<file path="src/rtl/rf_pkg.sv">
// Shared constants and clear-sequencer state encoding for the parametrised register file.
package rf_pkg;

    localparam int unsigned RF_DATA_W = 16;
    localparam int unsigned RF_ADDR_W = 4;

    typedef enum logic [1:0] {
        RF_IDLE  = 2'd0,
        RF_CLEAR = 2'd1,
        RF_DONE  = 2'd2
    } rf_state_e;

endpackage

</file>
<file path="src/rtl/reg_file_param_if.sv">
// Decode/writeback-facing bus of the register file: two read ports, one write port, clear control.
interface reg_file_param_if #(
    parameter int unsigned DATA_W = rf_pkg::RF_DATA_W,
    parameter int unsigned ADDR_W = rf_pkg::RF_ADDR_W
);

    logic              rd_en;
    logic [ADDR_W-1:0] rd_addr1;
    logic [ADDR_W-1:0] rd_addr2;
    logic [DATA_W-1:0] rd_data1;
    logic [DATA_W-1:0] rd_data2;
    logic              wr_en;
    logic [ADDR_W-1:0] wr_addr;
    logic [DATA_W-1:0] wr_data;
    logic              clr_req;
    logic              clr_busy;
    logic              clr_done;

    modport master (
        output rd_en, rd_addr1, rd_addr2, wr_en, wr_addr, wr_data, clr_req,
        input  rd_data1, rd_data2, clr_busy, clr_done
    );

    modport slave (
        input  rd_en, rd_addr1, rd_addr2, wr_en, wr_addr, wr_data, clr_req,
        output rd_data1, rd_data2, clr_busy, clr_done
    );

endinterface

</file>
<file path="src/rtl/rf_clear_fsm.sv">
// Background clear sequencer: walks every entry once, issuing one zero-write per cycle.
module rf_clear_fsm
    import rf_pkg::*;
#(
    parameter int unsigned ADDR_W = RF_ADDR_W
) (
    input  logic              clk,
    input  logic              rst,
    input  logic              clr_req_i,
    output logic              clr_busy_o,
    output logic              clr_done_o,
    output logic              clr_we_o,
    output logic [ADDR_W-1:0] clr_addr_o
);

    localparam logic [1:0]        S_IDLE   = RF_IDLE;
    localparam logic [1:0]        S_CLEAR  = RF_CLEAR;
    localparam logic [1:0]        S_DONE   = RF_DONE;
    localparam logic [ADDR_W-1:0] LAST_IDX = {ADDR_W{1'b1}};

    logic [1:0]        state_q, state_d;
    logic [ADDR_W-1:0] idx_q,   idx_d;
    logic              busy_q,  busy_d;
    logic              done_q,  done_d;

    always_ff @(posedge clk or posedge rst) begin
        if (rst) begin
            state_q <= S_IDLE;
            idx_q   <= '0;
            busy_q  <= 1'b0;
            done_q  <= 1'b0;
        end else begin
            state_q <= state_d;
            idx_q   <= idx_d;
            busy_q  <= busy_d;
            done_q  <= done_d;
        end
    end

    // Busy and done are registered alongside the state so they line up with it exactly.
    always_comb begin
        state_d = state_q;
        idx_d   = idx_q;
        busy_d  = busy_q;
        done_d  = 1'b0;
        case (state_q)
            S_IDLE: begin
                if (clr_req_i) begin
                    state_d = S_CLEAR;
                    idx_d   = '0;
                    busy_d  = 1'b1;
                end
            end
            S_CLEAR: begin
                if (idx_q == LAST_IDX) begin
                    state_d = S_DONE;
                    busy_d  = 1'b0;
                    done_d  = 1'b1;
                end else begin
                    idx_d = idx_q + ADDR_W'(1);
                end
            end
            S_DONE: begin
                state_d = S_IDLE;
            end
            default: begin
                state_d = S_IDLE;
                busy_d  = 1'b0;
            end
        endcase
    end

    assign clr_busy_o = busy_q;
    assign clr_done_o = done_q;
    assign clr_we_o   = busy_q;
    assign clr_addr_o = idx_q;

endmodule

</file>
<file path="src/rtl/reg_file_param.sv">
// Parametrised register file: one write port, two registered read ports, write-first bypass,
// optional hardwired-zero entry 0 and a background clear sequencer.
module reg_file_param
    import rf_pkg::*;
#(
    parameter int unsigned DATA_W   = RF_DATA_W,
    parameter int unsigned ADDR_W   = RF_ADDR_W,
    parameter bit          ZERO_REG = 1'b0
) (
    input  logic            clk,
    input  logic            rst,
    reg_file_param_if.slave bus
);

    localparam int unsigned DEPTH = 1 << ADDR_W;

    logic [DATA_W-1:0] mem_q [DEPTH];
    logic [DATA_W-1:0] rd1_q, rd1_d;
    logic [DATA_W-1:0] rd2_q, rd2_d;

    logic              clr_busy;
    logic              clr_done;
    logic              clr_we;
    logic [ADDR_W-1:0] clr_addr;
    logic              wr_acc_c;

    rf_clear_fsm #(
        .ADDR_W (ADDR_W)
    ) u_clear_fsm (
        .clk        (clk),
        .rst        (rst),
        .clr_req_i  (bus.clr_req),
        .clr_busy_o (clr_busy),
        .clr_done_o (clr_done),
        .clr_we_o   (clr_we),
        .clr_addr_o (clr_addr)
    );

    // Port writes are locked out while clearing; a hardwired r0 never accepts a write.
    assign wr_acc_c = bus.wr_en && !clr_busy && !(ZERO_REG && (bus.wr_addr == '0));

    function automatic logic [DATA_W-1:0] read_sel(
        input logic [ADDR_W-1:0] addr,
        input logic [DATA_W-1:0] mem_val,
        input logic              wr_acc,
        input logic [ADDR_W-1:0] wr_addr,
        input logic [DATA_W-1:0] wr_data
    );
        logic [DATA_W-1:0] val;
        val = mem_val;
        if (wr_acc && (wr_addr == addr)) begin
            val = wr_data;
        end
        if (ZERO_REG && (addr == '0)) begin
            val = '0;
        end
        return val;
    endfunction

    always_ff @(posedge clk or posedge rst) begin
        if (rst) begin
            for (int unsigned i = 0; i < DEPTH; i++) begin
                mem_q[i] <= '0;
            end
        end else if (clr_we) begin
            mem_q[clr_addr] <= '0;
        end else if (wr_acc_c) begin
            mem_q[bus.wr_addr] <= bus.wr_data;
        end
    end

    always_comb begin
        rd1_d = rd1_q;
        rd2_d = rd2_q;
        if (bus.rd_en) begin
            rd1_d = read_sel(bus.rd_addr1, mem_q[bus.rd_addr1], wr_acc_c, bus.wr_addr, bus.wr_data);
            rd2_d = read_sel(bus.rd_addr2, mem_q[bus.rd_addr2], wr_acc_c, bus.wr_addr, bus.wr_data);
        end
    end

    always_ff @(posedge clk or posedge rst) begin
        if (rst) begin
            rd1_q <= '0;
            rd2_q <= '0;
        end else begin
            rd1_q <= rd1_d;
            rd2_q <= rd2_d;
        end
    end

    assign bus.rd_data1 = rd1_q;
    assign bus.rd_data2 = rd2_q;
    assign bus.clr_busy = clr_busy;
    assign bus.clr_done = clr_done;

endmodule

</file>
<file path="src/flat_wrapper.sv">
// flat-port wrapper written by rule: the top's interface ports become plain ports
module reg_file_param_flat import rf_pkg::*;
#(
    parameter int unsigned DATA_W   = RF_DATA_W,
    parameter int unsigned ADDR_W   = RF_ADDR_W,
    parameter bit          ZERO_REG = 1'b0
)
  (clk, rst, bus_rd_en, bus_rd_addr1, bus_rd_addr2, bus_wr_en, bus_wr_addr, bus_wr_data, bus_clr_req, bus_rd_data1, bus_rd_data2, bus_clr_busy, bus_clr_done);
  reg_file_param_if #(.DATA_W(DATA_W), .ADDR_W(ADDR_W)) bus_i ();
  input  logic clk;
  input  logic rst;
  input wire logic [$bits(bus_i.rd_en)-1:0] bus_rd_en;
  input wire logic [$bits(bus_i.rd_addr1)-1:0] bus_rd_addr1;
  input wire logic [$bits(bus_i.rd_addr2)-1:0] bus_rd_addr2;
  input wire logic [$bits(bus_i.wr_en)-1:0] bus_wr_en;
  input wire logic [$bits(bus_i.wr_addr)-1:0] bus_wr_addr;
  input wire logic [$bits(bus_i.wr_data)-1:0] bus_wr_data;
  input wire logic [$bits(bus_i.clr_req)-1:0] bus_clr_req;
  output wire logic [$bits(bus_i.rd_data1)-1:0] bus_rd_data1;
  output wire logic [$bits(bus_i.rd_data2)-1:0] bus_rd_data2;
  output wire logic [$bits(bus_i.clr_busy)-1:0] bus_clr_busy;
  output wire logic [$bits(bus_i.clr_done)-1:0] bus_clr_done;
  assign bus_i.rd_en = bus_rd_en;
  assign bus_i.rd_addr1 = bus_rd_addr1;
  assign bus_i.rd_addr2 = bus_rd_addr2;
  assign bus_i.wr_en = bus_wr_en;
  assign bus_i.wr_addr = bus_wr_addr;
  assign bus_i.wr_data = bus_wr_data;
  assign bus_i.clr_req = bus_clr_req;
  assign bus_rd_data1 = bus_i.rd_data1;
  assign bus_rd_data2 = bus_i.rd_data2;
  assign bus_clr_busy = bus_i.clr_busy;
  assign bus_clr_done = bus_i.clr_done;
  reg_file_param #(.DATA_W(DATA_W), .ADDR_W(ADDR_W), .ZERO_REG(ZERO_REG)) u_core (.clk(clk), .rst(rst), .bus(bus_i));
endmodule
</file>
<file path="config.mk">
export PLATFORM = sky130hd
export DESIGN_NAME = reg_file_param_flat
export DESIGN_NICKNAME = d
export VERILOG_FILES = /design/src/rtl/rf_pkg.sv /design/src/rtl/reg_file_param_if.sv /design/src/rtl/rf_clear_fsm.sv /design/src/rtl/reg_file_param.sv /design/src/flat_wrapper.sv
export SDC_FILE = /design/constraint.sdc
export NUM_CORES = 1
export LEC_CHECK = 0
export ABC_CLOCK_PERIOD_IN_PS = 12950
export CORE_MARGIN = 3
export CORE_UTILIZATION = 50
export CTS_CLUSTER_SIZE = 16
export DETAILED_ROUTE_END_ITERATION = 8
export PLACE_DENSITY_LB_ADDON = 0.2
export SYNTH_ARGS = -nofsm -noshare
export SYNTH_HDL_FRONTEND = slang
export SYNTH_HIERARCHICAL = 1
export SYNTH_SLANG_ARGS = --single-unit
</file>
<file path="constraint.sdc">
create_clock -name clk -period 12.95 [get_ports clk]
set_input_delay 3.2375 -clock clk [delete_from_list [all_inputs] [get_ports clk]]
set_output_delay 3.2375 -clock clk [all_outputs]
set_load 0.01 [all_outputs]
</file>
## Word level (Yosys, flattened, before mapping)

Index checks and enable logic that the tools add are counted.

- Register bits after elaboration: 296
- Bits of input ports: 33
- Output and inout port bits: 34
- Word-level logic and storage cells: 82

- $add $sub $neg: 1
- Order comparisons: 6
- Eq/ne operators: 8
- Muxes and demuxes: 26
- Bitwise logic cells: 7
- Reductions and logical operators: 12

Operators by type and width:

| cell | count |
|---|---|
| $mux 256 | 2 |
| $and 256x256->256 | 1 |
| $bwmux 256 | 1 |
| $not 256->256 | 1 |
| $bmux 16 s4 | 2 |
| $demux 16 s4 | 2 |
| $mux 16 | 8 |
| $ge 5x5->1 const B | 4 |
| $not 4->5 | 4 |
| $lt 5x1->1 const B | 2 |
| $eq 4x4->1 | 2 |
| $mux 4 | 2 |
| $pmux 4 s2 | 1 |
| $ne 2x2->1 const B | 3 |
| $reduce_and 3->1 | 2 |
| $logic_and 1x1->1 | 5 |
| $add 4x1->4 const B | 1 |
| $eq 4x4->1 const B | 1 |
| $mux 1 | 4 |
| $mux 2 | 2 |
| $pmux 2 s2 | 1 |
| $reduce_bool 2->1 | 2 |
| $pmux 1 s3 | 1 |
| $eq 2x1->1 const B | 1 |
| 5 further kinds | 5 |

## Logic depth before layout (Yosys ltp)

Gate-level depths: netlist (run 1).

- Word-level depth: 8
- Gate-level depth with buffers: 7
- Gate-level depth less buffers: 4

## By module

Netlist (run 1), hierarchy kept.

Modules (own cells, without submodules):

| module | times used | cells each | area each (um^2) | sequential area each (um^2) |
|---|---|---|---|---|
| reg_file_param | 1 | 1100 | 14890.5 | 7206.9 |
| rf_clear_fsm | 1 | 34 | 366.6 | 200.2 |

## Least setup slack after synthesis (run 1)

OpenSTA, ideal clock, no wires.

- Path type: input port to flip-flop
- From: input port bus_rd_addr2[1]
- To: register u_core.rd2_q[10] (netlist: u_core/bus.rd_data2[10])
- Arrival: 4.631 ns
- Data required time: 12.818 ns
- Setup slack: 8.186 ns
- Stages: 6
- Cell sequence: buf_2 > buf_4 > buf_2 > mux4_2 > o21ai_0 > a31oi_1

- Word-level cells in the longest chain between the ends: 5
- Elaborated cells between the ends (all ways): 7

Ends and longest elaborated chain:

| what | RTL line | source |
|---|---|---|
| start, declared | flat_wrapper.sv:14 | `input wire logic [$bits(bus_i.rd_addr2)-1:0] bus_rd_addr2;` |
| $not 4->5 (not written as such) | reg_file_param.sv:77 | `rd2_d = read_sel(bus.rd_addr2, mem_q[bus.rd_addr2], wr_acc_c, bus.wr_addr, bus.wr_data);` |
| $bmux 16 s4 | reg_file_param.sv:77 |  |
| $mux 16 (not written as such) (2 in series) | reg_file_param.sv:77 |  |
| $mux 16 * | reg_file_param.sv:51 | `if (wr_acc && (wr_addr == addr)) begin` |
| end signal, assigned | reg_file_param.sv:87 | `rd2_q <= rd2_d;` |
| end, declared | reg_file_param.sv:19 | `logic [DATA_W-1:0] rd2_q, rd2_d;` |

Every way passes the cells marked *; elsewhere a longest branch is shown, timed or not. The select of a mux whose other input is x is not followed.
A chain may end at the register's enable or synchronous reset.

## Worst setup path after layout (run 1)

- From: input port bus_wr_addr[3]
- To: register u_core.rd1_q[4] (netlist: u_core/bus.rd_data1[4])

- Word-level cells in the longest chain between the ends: 3

Ends and longest elaborated chain:

| what | RTL line | source |
|---|---|---|
| start, declared | flat_wrapper.sv:16 | `input wire logic [$bits(bus_i.wr_addr)-1:0] bus_wr_addr;` |
| $eq 4x4->1 | reg_file_param.sv:51 |  |
| $logic_and 1x1->1 | reg_file_param.sv:51 |  |
| $mux 16 | reg_file_param.sv:51 |  |
| end signal, assigned | reg_file_param.sv:86 | `rd1_q <= rd1_d;` |
| end, declared | reg_file_param.sv:18 | `logic [DATA_W-1:0] rd1_q, rd1_d;` |

Every way passes these cells.

==> results by stage, run 1 <==
Final layout:
- Summing all multi-input logic gate instances after layout gives 7200 µm².
- The number of inserted diodes is 0.
- The number of fillers in the final layout is 2416.
- The finished layout holds 1531 standard cells, fillers aside.
- Cells fill 56.8% of the core in the end.
- The post-route netlist has 20.2% of its cells at a drive strength greater than 1.
- The relative area change from synthesis to final layout is 11.2%.
- The net count of the finished layout is 1155.
- Registers take 7410 µm².

Floorplan:
- The number of placed I/O pins is 67.
- The initialized floorplan defines 63 standard-cell rows.
- The die area is 32600 µm².
- The core outline area is 29900 µm².
- In this run the horizontal extent of the chip is 181 µm.
- The height of the die is 181 µm.
- The effective utilization at floorplan is 51.1%.

Detailed routing:
- The overall via count from detail_route is 11200.
- After detailed routing, the met2 layer carries 21600 µm of wire.
- The wire length the detailed router placed on met1 is 20000 µm.
- The amount of wire on met3 after detailed routing is 4160 µm.
- The number of nets with antenna violations after detailed routing is 0.
- The post-detailed-route wirelength per cell is 30.9 µm.
- The average vias per placed instance is 7.30.
- The first detailed-routing pass ran for 5 iterations.
- The wire length after detailed routing is 47300 µm.
- The DRC violations left is 0.
- In this run, the number of DRC markers left after iteration 0 of detailed routing was 1311.
- The top routing layer in use is met4.

Clock tree:
- The longest clock path from root to sink contains 3 buffers.
- Counting every sink on the clock net gives 296.
- The cell sitting at the root of the clock tree is a sky130_fd_sc_hd__clkbuf_16.
- TritonCTS built the clock tree.
- The total of hold buffers inserted after clock tree synthesis is 0.
- The post-CTS clock slew at the launch and capture registers of the worst setup and hold paths is 0.06 ns.
- At the later pin of the worst-skew pair, clock insertion delay measures 0.51 ns.
- Post-CTS timing repair inserted 0 buffers for setup.
- The post-cts repair resize count is 0.
- Buffers inserted during clock tree synthesis total 34.
- The H-tree level count is 2.

Power:
- The power density over the cells is 161 nW/µm².
- Summing internal, switching and leakage power gives 2.74 mW.
- Across the VDD grid, the largest voltage drop is 151 µV.
- In this run the static leakage power is 7.37 nW.

Setup path:
- STA classifies the critical path startpoint as an input port.
- By startpoint and endpoint, the worst setup path is classified as input port to flop.
- The maximum fanout along the worst path is 17.
- STA classifies the critical path endpoint as a flop.
- Data on the critical path is required at its endpoint by 13.37 ns.
- The signal arrival time at the worst endpoint is 6.42 ns.

Global route:
- The number of antenna violations at the first check in global routing is 0.
- The largest net degree at the start of global routing is 131.
- Global routing finished with a remaining overflow of 0.
- Across every metal layer, demand over resource in global routing totals 28.6%.
- The via count of the first global-routing pass was 11100.
- The wire length of the first global-routing pass is 72300 µm.

Status:
- The flow ran to the end, and the final reports show no timing, DRC or antenna violations.

Synth:
- Of the total synthesized cell area, the portion taken by XOR and XNOR cells is 0.517%.
- The number of synthesized flops with an enable pin is 0.
- After synthesis, the mean cell area works out to 13.5 µm².
- The largest area contributor in the synthesized netlist is sky130_fd_sc_hd__dfrtp_1.
- sky130_fd_sc_hd__dfrtp_1 is the most common cell in the netlist.
- The fraction of the yosys area taken by sequential cells is 48.5%.
- The dominant combinational cell family by area after synthesis is compound AO/OA/AOI/OAI gates.
- The top-area cell type share of the netlist area is 48.5%.
- For this run, the number of Yosys warnings is 6.
- The synthesized netlist devotes 0.0820% of its cell area to adder and majority cells.
- Summing the areas of all and, or, nand and nor instances in the mapped netlist gives 3.62% of the synthesized area.
- Measured against the total synthesized area, the mux share comes to 20.8%.
- Summing the areas of all compound-gate instances in the mapped netlist gives 22.1% of the synthesized area.
- The net count after synthesis is 1168.
- The synthesized netlist occupies a cell area of 15300 µm².
- The count of different cell masters after synthesis is 45.
- Synthesis produced a netlist whose cell count is 1134.
- Ranked by instance count, the synthesized netlist is headed by 296 x sky130_fd_sc_hd__dfrtp_1, 256 x sky130_fd_sc_hd__a22o_1, 96 x sky130_fd_sc_hd__mux4_2.
- The flip-flop and latch count after synthesis is 296.
- The share of synthesized registers carrying an async set or reset is 100%.
- The primary flip-flop cell chosen by synthesis mapping is sky130_fd_sc_hd__dfrtp_1.
- In the post-synthesis netlist, the biggest area contributors are sky130_fd_sc_hd__dfrtp_1 49%, sky130_fd_sc_hd__a22o_1 15%, sky130_fd_sc_hd__mux4_2 14%.

Job:
- The number of max-cap violations is 0.

STA:
- The maximum achievable frequency is 0.167 GHz.
- The final setup skew is 0.0139 ns.
- The post-route setup TNS is 0 ns.
- The number of hold-slack violations in the final timing report came to 0.
- The worst-case headroom to the max-slew limit is 17.5%.
- For the pin with the worst max-slew slack, the measured transition is 1.24 ns.
- Setup violations remaining at the end of the flow were counted as 0.
- The routed design could run at a clock period as short as 6.00 ns.
- The period utilization is 46.3%.
- The final number of max-transition violations is 0.
- Setup repair after global routing left no endpoint under its margin.
- Setup slack closes at 6.95 ns.

Placement:
- During placement, the flow inserted port buffers numbering 66.
- Prior to clock tree synthesis, the placed netlist has a worst setup slack of 6.62 ns.
- The routability-driven placement congestion ratio is 0.822.
- The number of placed instances, taps included is 1475.
- The final HPWL from detailed placement is 27700 µm.

Worst hold path:
- The class of the tightest hold or removal check is flop to flop.
==> registers in the layout, summed over array words and instances (netlist names) <==
name	cells
u_core/bus.rd_data1	16
u_core/bus.rd_data2	16
u_core/mem_q	256
u_core/u_clear_fsm/clr_addr_o	4
u_core/u_clear_fsm/clr_busy_o	1
u_core/u_clear_fsm/clr_done_o	1
u_core/u_clear_fsm/state_q	2
==> path summary, 6_finish.rpt <==
kind	startpoint	endpoint	slack, ns	cells after the start
max	bus_wr_addr[3]	u_core/bus.rd_data1[4]$_DFFE_PP0P_	6.95	5
min	u_core/u_clear_fsm/state_q[1]$_DFFE_PP0P_	u_core/u_clear_fsm/clr_busy_o$_DFFE_PP0P_	0.48	1
max reg2reg	u_core/u_clear_fsm/clr_busy_o$_DFFE_PP0P_	u_core/mem_q[27]$_DFFE_PP0P_	10.07	4
min reg2reg	u_core/u_clear_fsm/state_q[1]$_DFFE_PP0P_	u_core/u_clear_fsm/clr_busy_o$_DFFE_PP0P_	0.48	1
max in group asynchronous	rst	u_core/bus.rd_data2[1]$_DFFE_PP0P_	7.89	3
min in group asynchronous	rst	u_core/u_clear_fsm/clr_busy_o$_DFFE_PP0P_	3.14	2
==> layout by cell type, fill, tap and decap left out, drive strengths merged, types with 2 or more instances in the layout <==
| master | synthesis | routed |
|---|---|---|
| nand4bb | 2 | 2 |
| clkdlybuf4s50 | 0 | 62 |
| a21oi | 15 | 15 |
| nor2b | 6 | 6 |
| dfrtp | 296 | 296 |
| o21a | 3 | 3 |
| nand3 | 3 | 3 |
| buf | 83 | 23 |
| inv | 7 | 8 |
| xnor2 | 9 | 9 |
| mux4 | 96 | 96 |
| o32ai | 32 | 32 |
| mux2i | 66 | 66 |
| nand4 | 2 | 2 |
| a22o | 256 | 256 |
| clkinv | 0 | 4 |
| a31oi | 36 | 36 |
| mux2 | 31 | 31 |
| o22ai | 2 | 2 |
| nand2b | 2 | 2 |
| a221oi | 31 | 31 |
| nand3b | 2 | 2 |
| nor2 | 22 | 22 |
| clkbuf | 51 | 50 |
| or3b | 2 | 2 |
| o21ai | 31 | 31 |
| nand2 | 37 | 37 |
==> critical path, stage by stage <==
cell,delay (ns)
sky130_fd_sc_hd__clkdlybuf4s50_1,0.65
sky130_fd_sc_hd__xnor2_1,0.68
sky130_fd_sc_hd__nand4_1,0.86
sky130_fd_sc_hd__o21a_1,0.71
sky130_fd_sc_hd__a31oi_1,0.25
==> cell type report <==
type | count | share of cell area [%]
clock buffers | 50 | 5.79
clock inverters | 6 | 0.369
inverters | 7 | 0.199
multi-input cells | 697 | 42.4
flip-flops and latches | 296 | 43.6
well taps | 390 | 2.88
repair buffers | 85 | 4.67
==> metal layers <==
layer  vias to the layer above  global-route usage (%)
met5                         -                       0
li1                       4547                       -
met2                       612                    42.4
met4                         0                    9.86
met3                       120                    5.63
met1                      5904                    42.6
==> through the flow <==
step / hold WS [ns] / cell area, µm²
finish: 0.479 / 17000
global route: 0.504 / 17000
CTS: 0.477 / 17000
detailed placement: 0.480 / 15900
global placement: 0.475 / 15900
floorplan: 0.452 / 15300
==> report_power, final <==
| part | leakage [nW] | switching [mW] | internal [mW] | total, mW |
|---|---|---|---|---|
| combinational | 2.82 | 0.319 | 0.286 | 0.605 |
| sequential | 4.04 | 0.141 | 1.07 | 1.21 |
| clock | 0.514 | 0.379 | 0.544 | 0.922 |
==> cells by family after synthesis <==
family	count (synthesis)
simple gates	84
buf+inv	141
compound gates	410
fa+ha+maj	1
xor+xnor	9
flops	296
mux	193
Power figures use the tool's default switching activity.
==> run 2: changes to the inputs <==
--- a/config.mk
+++ b/config.mk
@@ -5,7 +5,7 @@
 export SDC_FILE = /design/constraint.sdc
 export NUM_CORES = 1
 export LEC_CHECK = 0
-export ABC_CLOCK_PERIOD_IN_PS = 12950
+export ABC_CLOCK_PERIOD_IN_PS = 4900
 export CORE_MARGIN = 3
 export CORE_UTILIZATION = 50
 export CTS_CLUSTER_SIZE = 16
==> constraint.sdc (replaced) <==
create_clock -name clk -period 4.9 [get_ports clk]
set_input_delay 1.225 -clock clk [delete_from_list [all_inputs] [get_ports clk]]
set_output_delay 1.225 -clock clk [all_outputs]
set_load 0.01 [all_outputs]
==> run 2 against run 1 <==
Net effect: clock skew up 0.0039 ns; sequential power rose to 2.6 times the previous value; clock power increased to 2.8 times the previous value; combinational power grew to 2.7 times the previous value; first-iteration DRC count grew 6.6%; global-route usage is 0.24 points higher; critical path depth is the same; hold slack better by 0.0050 ns; die area is the same; largest power group unchanged.
==> results by stage, run 2 (synthesis results as in run 1) <==
Setup path:
- The required time of the critical path came to 5.27 ns (was 13.37 ns).
- The count of buffering cells on the critical path with inverters included came to 1 (unchanged).
- The endpoint kind of the worst setup timing path is a flop (unchanged).
- The kind of critical path is input port to flop (unchanged).
- The cell family with the largest share of critical-path delay is simple AND/OR/NAND/NOR gates (was compound AO/OA/AOI/OAI gates).
- The element type at the critical path start is an input port (unchanged).
- The signal arrival time at the worst endpoint was 3.65 ns (was 6.42 ns).
- The slowest stage cell on the critical path is sky130_fd_sc_hd__or4b_1 (was sky130_fd_sc_hd__nand4_1).
- The maximum fanout along the worst path is 17 (unchanged).
- Critical path cell sequence: clkdlybuf4s50_1, or4b_1, nor2_8, a21oi_2, a22o_1 (was clkdlybuf4s50_1, xnor2_1, nand4_1, o21a_1, a31oi_1).
- The maximum single-stage delay on the critical path is 0.89 ns (was 0.86 ns).

Global route:
- The global-route congestion overflow total is 0 (unchanged).
- The layer with the highest usage after global routing was met2 (was met1).
- The met2 routing resource usage after global routing came to 44.2% (was 42.4%).
- The via count of the first global-routing pass is 11500 (was 11100).
- The number of antenna violations at the first check in global routing is 0 (unchanged).
- The largest net degree at the start of global routing is 175 (was 131).
- The wire length of the first global-routing pass is 72800 µm (was 72300 µm).
- The routing usage on met1 came to 41.0% (was 42.6%).
- The met3 capacity usage during global routing came to 6.84% (was 5.63%).
- The global routing usage summed across all routing layers is 28.9% (was 28.6%).

Clock tree:
- The total of hold buffers inserted after clock tree synthesis was 0 (unchanged).
- The cell chosen for the clock root is sky130_fd_sc_hd__clkbuf_16 (unchanged).
- The number of clock buffers inserted by TritonCTS came to 34 (unchanged).
- The latest clock arrival within the worst-skew pair is 0.51 ns (about the same).
- The number of sinks handled by clock tree synthesis is 296 (unchanged).
- The post-CTS clock slew at the launch and capture registers of the worst setup and hold paths is 0.06 ns (about the same).
- The H-tree level count is 2 (unchanged).
- The post-cts repair resize count is 0 (unchanged).
- The number of buffers between clock root and the deepest sink is 3 (unchanged).
- The post-CTS setup-driven buffer insertion count came to 0 (unchanged).
- The CTS tree is yes (unchanged).

Detailed routing:
- The wire length after detailed routing is 47300 µm (about the same).
- The post-detailed-route wirelength per cell was 30.3 µm (was 30.9 µm).
- The iteration-0 DRC count of the detailed router is 1398 (was 1311).
- The number of nets with antenna violations after detailed routing is 0 (unchanged).
- The first-pass detailed-route iteration total came to 5 (unchanged).
- The DRC violations left is 0 (unchanged).
- The overall via count from detail_route was 11200 (about the same).
- The average vias per placed instance came to 7.16 (was 7.30).

Power:
- The power density over the cells is 427 nW/µm² (was 161 nW/µm²).
- The portion of total power attributed to combinational logic is 21.9% (was 22.1%).
- The peak supply drop is 276 µV (was 151 µV).
- The relative contribution of the clock network to total power is 34.5% (was 33.7%).
- The leakage dissipation is 7.54 nW (was 7.37 nW).
- The total internal power is 5.14 mW (was 1.90 mW).
- The net switching fraction of the power is 30.1% (was 30.6%).
- The relative contribution of sequential cells to total power was 43.6% (was 44.3%).
- The sum of internal, switching and leakage power was 7.35 mW (was 2.74 mW).
- The power spent charging and discharging nets is 2.22 mW (was 0.838 mW).

STA:
- The tightest hold margin came to 0.484 ns (was 0.479 ns).
- Of the available clock period, the critical path in the final layout requires 66.8%.
- The maximum achievable frequency is 0.306 GHz.
- The final worst slack is 1.63 ns (was 6.95 ns).
- The worst-case headroom to the max-slew limit is 22.8% (was 17.5%).
- The final setup skew came to 0.0177 ns (was 0.0139 ns).
- The clock period minus final worst setup slack is 3.27 ns.
- The final number of max-transition violations is 0 (unchanged).
- Unrepaired setup endpoints after global routing: no (unchanged).
- The number of hold-slack violations in the final timing report came to 0 (unchanged).
- The total of endpoints with negative setup slack in the final report is 0 (unchanged).
- The measured slew at the worst slew-check pin came to 1.16 ns (was 1.24 ns).

Final layout:
- The number of flip-flops in the largest register was 256 (unchanged).
- The most common cell after layout, fill and taps aside is sky130_fd_sc_hd__dfrtp_1 (unchanged).
- The register name with the most flops is u_core/mem_q (unchanged).
- The number of nets at the end of the flow is 1184 (was 1155).
- The number of inserted diodes is 0 (unchanged).
- The relative area change from synthesis to final layout was 13.0% (was 11.2%).
- The post-layout utilization of the core is 57.7% (was 56.8%).
- The count of placed standard cells in the final layout, fillers left out is 1563 (was 1531).
- The fraction of final layout cells with drive strength greater than 1 is 21.8% (was 20.2%).
- Most used cells in the layout excluding fill and tap cells: 296 x sky130_fd_sc_hd__dfrtp_1, 256 x sky130_fd_sc_hd__a22o_1, 96 x sky130_fd_sc_hd__mux4_2 (unchanged).

Job:
- The number of max-cap violations is 0 (unchanged).

Placement:
- The number of placed instances, taps included is 1504 (was 1475).
- The routability-driven placement congestion ratio is 0.862 (was 0.822).
- The setup slack after placement is 1.17 ns (was 6.62 ns).
- The final HPWL from detailed placement was 29200 µm (was 27700 µm).
- The count of buffers from port buffering is 66 (unchanged).

Floorplan:
- The height of the die is 181 µm (unchanged).
- The die width came to 181 µm (unchanged).
- The number of placement rows was 63 (unchanged).
- The effective utilization at floorplan was 51.1% (unchanged).
- The die area is 32600 µm² (unchanged).
- The number of placed I/O pins came to 67 (unchanged).
- The core outline area is 29900 µm² (unchanged).

Status:
- Result of the run: finished, final reports clean (unchanged).

Worst hold path:
- The class of the tightest hold or removal check is flop to flop (unchanged).
run 2: changes by cell type in the layout (fill, tap and decap cells not counted), moves of 2 or more:
cell                        delta
sky130_fd_sc_hd__clkinv_2      +2
sky130_fd_sc_hd__nor2_2        -2
sky130_fd_sc_hd__bufinv_16     +2
sky130_fd_sc_hd__buf_4        +28
sky130_fd_sc_hd__nor2b_1       +2
sky130_fd_sc_hd__nor2_1        +2
sky130_fd_sc_hd__nor2b_2       -2
run 2: cell type report:
class | count | area (µm²)
fill | 2385 | 12600
timing repair buffer | 114 | 1020
sequential | 296 | 7410
multi-input combinational | 697 | 7190
clock inverter | 9 | 124
tap | 390 | 488
inverter | 7 | 30.0
clock buffer | 50 | 972
run 2: path summary, 6_finish.rpt:
check / from / end / slack, ns / cells past startpoint
max in group asynchronous: rst / u_core/mem_q[161]$_DFFE_PP0P_ / 2.73 / 3
worst min register to register: u_core/u_clear_fsm/state_q[1]$_DFFE_PP0P_ / u_core/u_clear_fsm/clr_busy_o$_DFFE_PP0P_ / 0.48 / 1
min in group asynchronous: rst / u_core/u_clear_fsm/clr_busy_o$_DFFE_PP0P_ / 1.10 / 2
worst max-delay path: bus_wr_addr[0] / u_core/mem_q[255]$_DFFE_PP0P_ / 1.63 / 5
worst max register to register: u_core/u_clear_fsm/clr_busy_o$_DFFE_PP0P_ / u_core/mem_q[255]$_DFFE_PP0P_ / 2.38 / 4
worst min-delay path: u_core/u_clear_fsm/state_q[1]$_DFFE_PP0P_ / u_core/u_clear_fsm/clr_busy_o$_DFFE_PP0P_ / 0.48 / 1
run 2: worst register-to-register path, stage by stage, from the launching register on:
cell and delay [ns]:
sky130_fd_sc_hd__dfrtp_1 0.61, sky130_fd_sc_hd__or4b_1 0.63, sky130_fd_sc_hd__nor2_8 0.19, sky130_fd_sc_hd__a21oi_2 0.76
sky130_fd_sc_hd__a22o_1 0.26
run 2: through the flow:
stage	instance area [µm²]	setup TNS, ns
6_report	17200	0
5_1_grt	17200	0
4_1_cts	17200	0
3_5_place_dp	16100	0
3_3_place_gp	16100	0
2_1_floorplan	15300	-41.53
run 2: routing by layer:
layer | up-vias | share of wire (%)
met5 | - | 0
li1 | 4606 | -
met2 | 590 | 47
met4 | 0 | 3.4
met1 | 5880 | 41
met3 | 116 | 9.4
run 2: power groups by stage:
stage / logic, mW / registers (mW) / clock network, mW
floorplan: 1.15 / 3.12 / 0
global placement: 1.57 / 3.22 / 0
detailed placement: 1.59 / 3.22 / 0
CTS: 1.60 / 3.19 / 2.57
global route: 1.71 / 3.25 / 2.69
finish: 1.61 / 3.20 / 2.54
==> run 3: changes to the inputs <==
--- a/config.mk
+++ b/config.mk
@@ -5,7 +5,7 @@
 export SDC_FILE = /design/constraint.sdc
 export NUM_CORES = 1
 export LEC_CHECK = 0
-export ABC_CLOCK_PERIOD_IN_PS = 4900
+export ABC_CLOCK_PERIOD_IN_PS = 3300
 export CORE_MARGIN = 3
 export CORE_UTILIZATION = 50
 export CTS_CLUSTER_SIZE = 16
==> constraint.sdc (replaced) <==
create_clock -name clk -period 3.3 [get_ports clk]
set_input_delay 0.825 -clock clk [delete_from_list [all_inputs] [get_ports clk]]
set_output_delay 0.825 -clock clk [all_outputs]
set_load 0.01 [all_outputs]
==> run 3 against run 2 <==
Net effect: combinational power is 52% higher; sequential share of layout area down 0.64 points; hold slack improved by 0.0052 ns; via count down 1.1%; count of clock-buffer cells in the layout rose by 2; non-clock buffer count grew 16; critical path type is now flop to output pin.
==> results by stage, run 3 (synthesis results as in run 1) <==
Status:
- Result of the run: finished, final reports clean (unchanged).

Global route:
- The number of antenna violations at the first check in global routing is 0 (unchanged).
- The global-route congestion overflow total is 0 (unchanged).
- The global routing usage summed across all routing layers is 28.3% (was 28.9%).
- The via count of the first global-routing pass came to 11200 (was 11500).
- The wire length of the first global-routing pass is 71500 µm (was 72800 µm).
- The largest net degree at the start of global routing was 122 (was 175).

Clock tree:
- The number of clock buffers inserted by TritonCTS is 34 (unchanged).
- The post-cts repair resize count is 0 (unchanged).
- The number of buffers between clock root and the deepest sink was 3 (unchanged).
- The CTS tree is yes (unchanged).
- The total of hold buffers inserted after clock tree synthesis is 0 (unchanged).
- The cell chosen for the clock root is sky130_fd_sc_hd__clkbuf_16 (unchanged).
- The latest clock arrival within the worst-skew pair is 0.50 ns (was 0.51 ns).
- The number of sinks handled by clock tree synthesis was 296 (unchanged).
- The H-tree level count is 2 (unchanged).
- The post-CTS clock slew at the launch and capture registers of the worst setup and hold paths is 0.06 ns (about the same).
- The post-CTS setup-driven buffer insertion count came to 0 (unchanged).

Setup path:
- The element type at the critical path start is a flop (was input port).
- The kind of critical path is flop to output pin (was input port to flop).
- The signal arrival time at the worst endpoint was 1.74 ns (was 3.65 ns).
- The maximum fanout along the worst path is 17 (unchanged).
- The maximum single-stage delay on the critical path is 0.64 ns (was 0.89 ns).
- The endpoint kind of the worst setup timing path is an output pin (was flop).
- The cell family with the largest share of critical-path delay is buffers and inverters (was simple AND/OR/NAND/NOR gates).
- The slowest stage cell on the critical path is sky130_fd_sc_hd__clkdlybuf4s50_1 (was sky130_fd_sc_hd__or4b_1).
- Critical path cell sequence: clkdlybuf4s50_1 (was clkdlybuf4s50_1, or4b_1, nor2_8, a21oi_2, a22o_1).
- The count of buffering cells on the critical path with inverters included is 1 (unchanged).
- The required time of the critical path was 2.47 ns (was 5.27 ns).

Placement:
- The count of buffers from port buffering came to 66 (unchanged).
- The number of placed instances, taps included is 1520 (was 1504).
- The setup slack after placement is 0.401 ns (was 1.17 ns).
- The final HPWL from detailed placement is 28900 µm (was 29200 µm).
- The routability-driven placement congestion ratio is 0.883 (was 0.862).

STA:
- The maximum achievable frequency is 0.389 GHz.
- The clock period minus final worst setup slack is 2.57 ns.
- The final number of max-transition violations is 0 (unchanged).
- The worst-case headroom to the max-slew limit is 22.0% (was 22.8%).
- Unrepaired setup endpoints after global routing: no (unchanged).
- The post-route setup TNS is 0 ns (unchanged).
- The total of endpoints with negative setup slack in the final report is 0 (unchanged).
- The final setup skew is 0.0164 ns (was 0.0177 ns).
- The period utilization is 77.8%.
- The number of hold-slack violations in the final timing report is 0 (unchanged).
- The measured slew at the worst slew-check pin was 1.17 ns (was 1.16 ns).
- The final worst slack is 0.731 ns (was 1.63 ns).

Worst hold path:
- The class of the tightest hold or removal check is flop to flop (unchanged).

Detailed routing:
- The first-pass detailed-route iteration total came to 5 (unchanged).
- The DRC violations left was 0 (unchanged).
- The post-detailed-route wirelength per cell is 29.5 µm (was 30.3 µm).
- The number of nets with antenna violations after detailed routing is 0 (unchanged).
- The wire length after detailed routing is 46500 µm (was 47300 µm).
- The overall via count from detail_route is 11100 (was 11200).
- The iteration-0 DRC count of the detailed router came to 1030 (was 1398).
- The average vias per placed instance came to 7.01 (was 7.16).

Floorplan:
- The core outline area came to 29900 µm² (unchanged).
- The number of placement rows is 63 (unchanged).
- The effective utilization at floorplan was 51.1% (unchanged).
- The number of placed I/O pins is 67 (unchanged).
- The die area is 32600 µm² (unchanged).
- The height of the die was 181 µm (unchanged).
- The die width is 181 µm (unchanged).

Power:
- The leakage dissipation is 7.66 nW (was 7.54 nW).
- The peak supply drop is 429 µV (was 276 µV).
- The power density over the cells is 625 nW/µm² (was 427 nW/µm²).

Final layout:
- The relative area change from synthesis to final layout is 14.7% (was 13.0%).
- The area of the multi-input gates is 7190 µm² (unchanged).
- The fraction of final layout cells with drive strength greater than 1 was 23.0% (was 21.8%).
- The number of nets at the end of the flow is 1200 (was 1184).
- The count of placed standard cells in the final layout, fillers left out was 1579 (was 1563).
- The number of inserted diodes is 0 (unchanged).
- The register name with the most flops is u_core/mem_q (unchanged).
- The most common cell after layout, fill and taps aside is sky130_fd_sc_hd__dfrtp_1 (unchanged).
- The number of fillers in the final layout is 2356 (was 2385).
- The number of flip-flops in the largest register is 256 (unchanged).
- Most used cells in the layout excluding fill and tap cells: 296 x sky130_fd_sc_hd__dfrtp_1, 256 x sky130_fd_sc_hd__a22o_1, 96 x sky130_fd_sc_hd__mux4_2 (unchanged).
- The sequential standard cell area is 7410 µm² (unchanged).

Job:
- The number of max-cap violations is 0 (unchanged).
-- run 3: area by class of cell --
cell class	instances	share of cell area, %
Clock inverter	7	0.522
Clock buffer	52	5.83
Multi-Input combinational cell	697	41.1
Inverter	7	0.172
Sequential cell	296	42.3
Tap cell	390	2.79
Timing Repair Buffer	130	7.25
-- run 3: final timing paths --
kind                                                                 from  depth (start not counted)  slack, ns                                         to
max in group asynchronous                                             rst                          3       1.74                u_core/mem_q[6]$_DFFE_PP0P_
worst min-delay path            u_core/u_clear_fsm/state_q[1]$_DFFE_PP0P_                          1       0.49  u_core/u_clear_fsm/clr_busy_o$_DFFE_PP0P_
worst max-delay path            u_core/u_clear_fsm/clr_busy_o$_DFFE_PP0P_                          1       0.73                               bus_clr_busy
min in group asynchronous                                             rst                          2       0.68        u_core/bus.rd_data1[14]$_DFFE_PP0P_
worst max register to register  u_core/u_clear_fsm/clr_busy_o$_DFFE_PP0P_                          4       1.17               u_core/mem_q[25]$_DFFE_PP0P_
worst min register to register  u_core/u_clear_fsm/state_q[1]$_DFFE_PP0P_                          1       0.49  u_core/u_clear_fsm/clr_busy_o$_DFFE_PP0P_
-- run 3: stage by stage --
| step | total power [mW] | instance area (µm²) | utilization, % | hold WS, ns |
|---|---|---|---|---|
| 3_3_place_gp | 7.15 | 16400 | 54.9 | 0.479 |
| 2_1_floorplan | 6.34 | 15300 | - | 0.452 |
| 5_1_grt | 11.4 | 17500 | 58.6 | 0.529 |
| 3_5_place_dp | 7.20 | 16400 | 54.9 | 0.487 |
| 6_report | 10.9 | 17500 | 58.6 | 0.489 |
| 4_1_cts | 11.0 | 17500 | 58.6 | 0.492 |
-- run 3: metal layers --
layer / vias to the layer above / wire (µm) / GRT usage, %
li1: 4642 / - / -
met4: 0 / 1880 / 10.7
met3: 121 / 3950 / 6.12
met2: 529 / 21600 / 43.5
met5: - / 0 / 0
met1: 5777 / 19100 / 39.9
-- run 3: power by group --
part	switching [mW]	total, mW	internal, mW	leakage [nW]
Sequential	0.534	4.74	4.21	4.04
Clock	1.48	3.76	2.28	0.544
Combinational	1.26	2.44	1.18	3.08
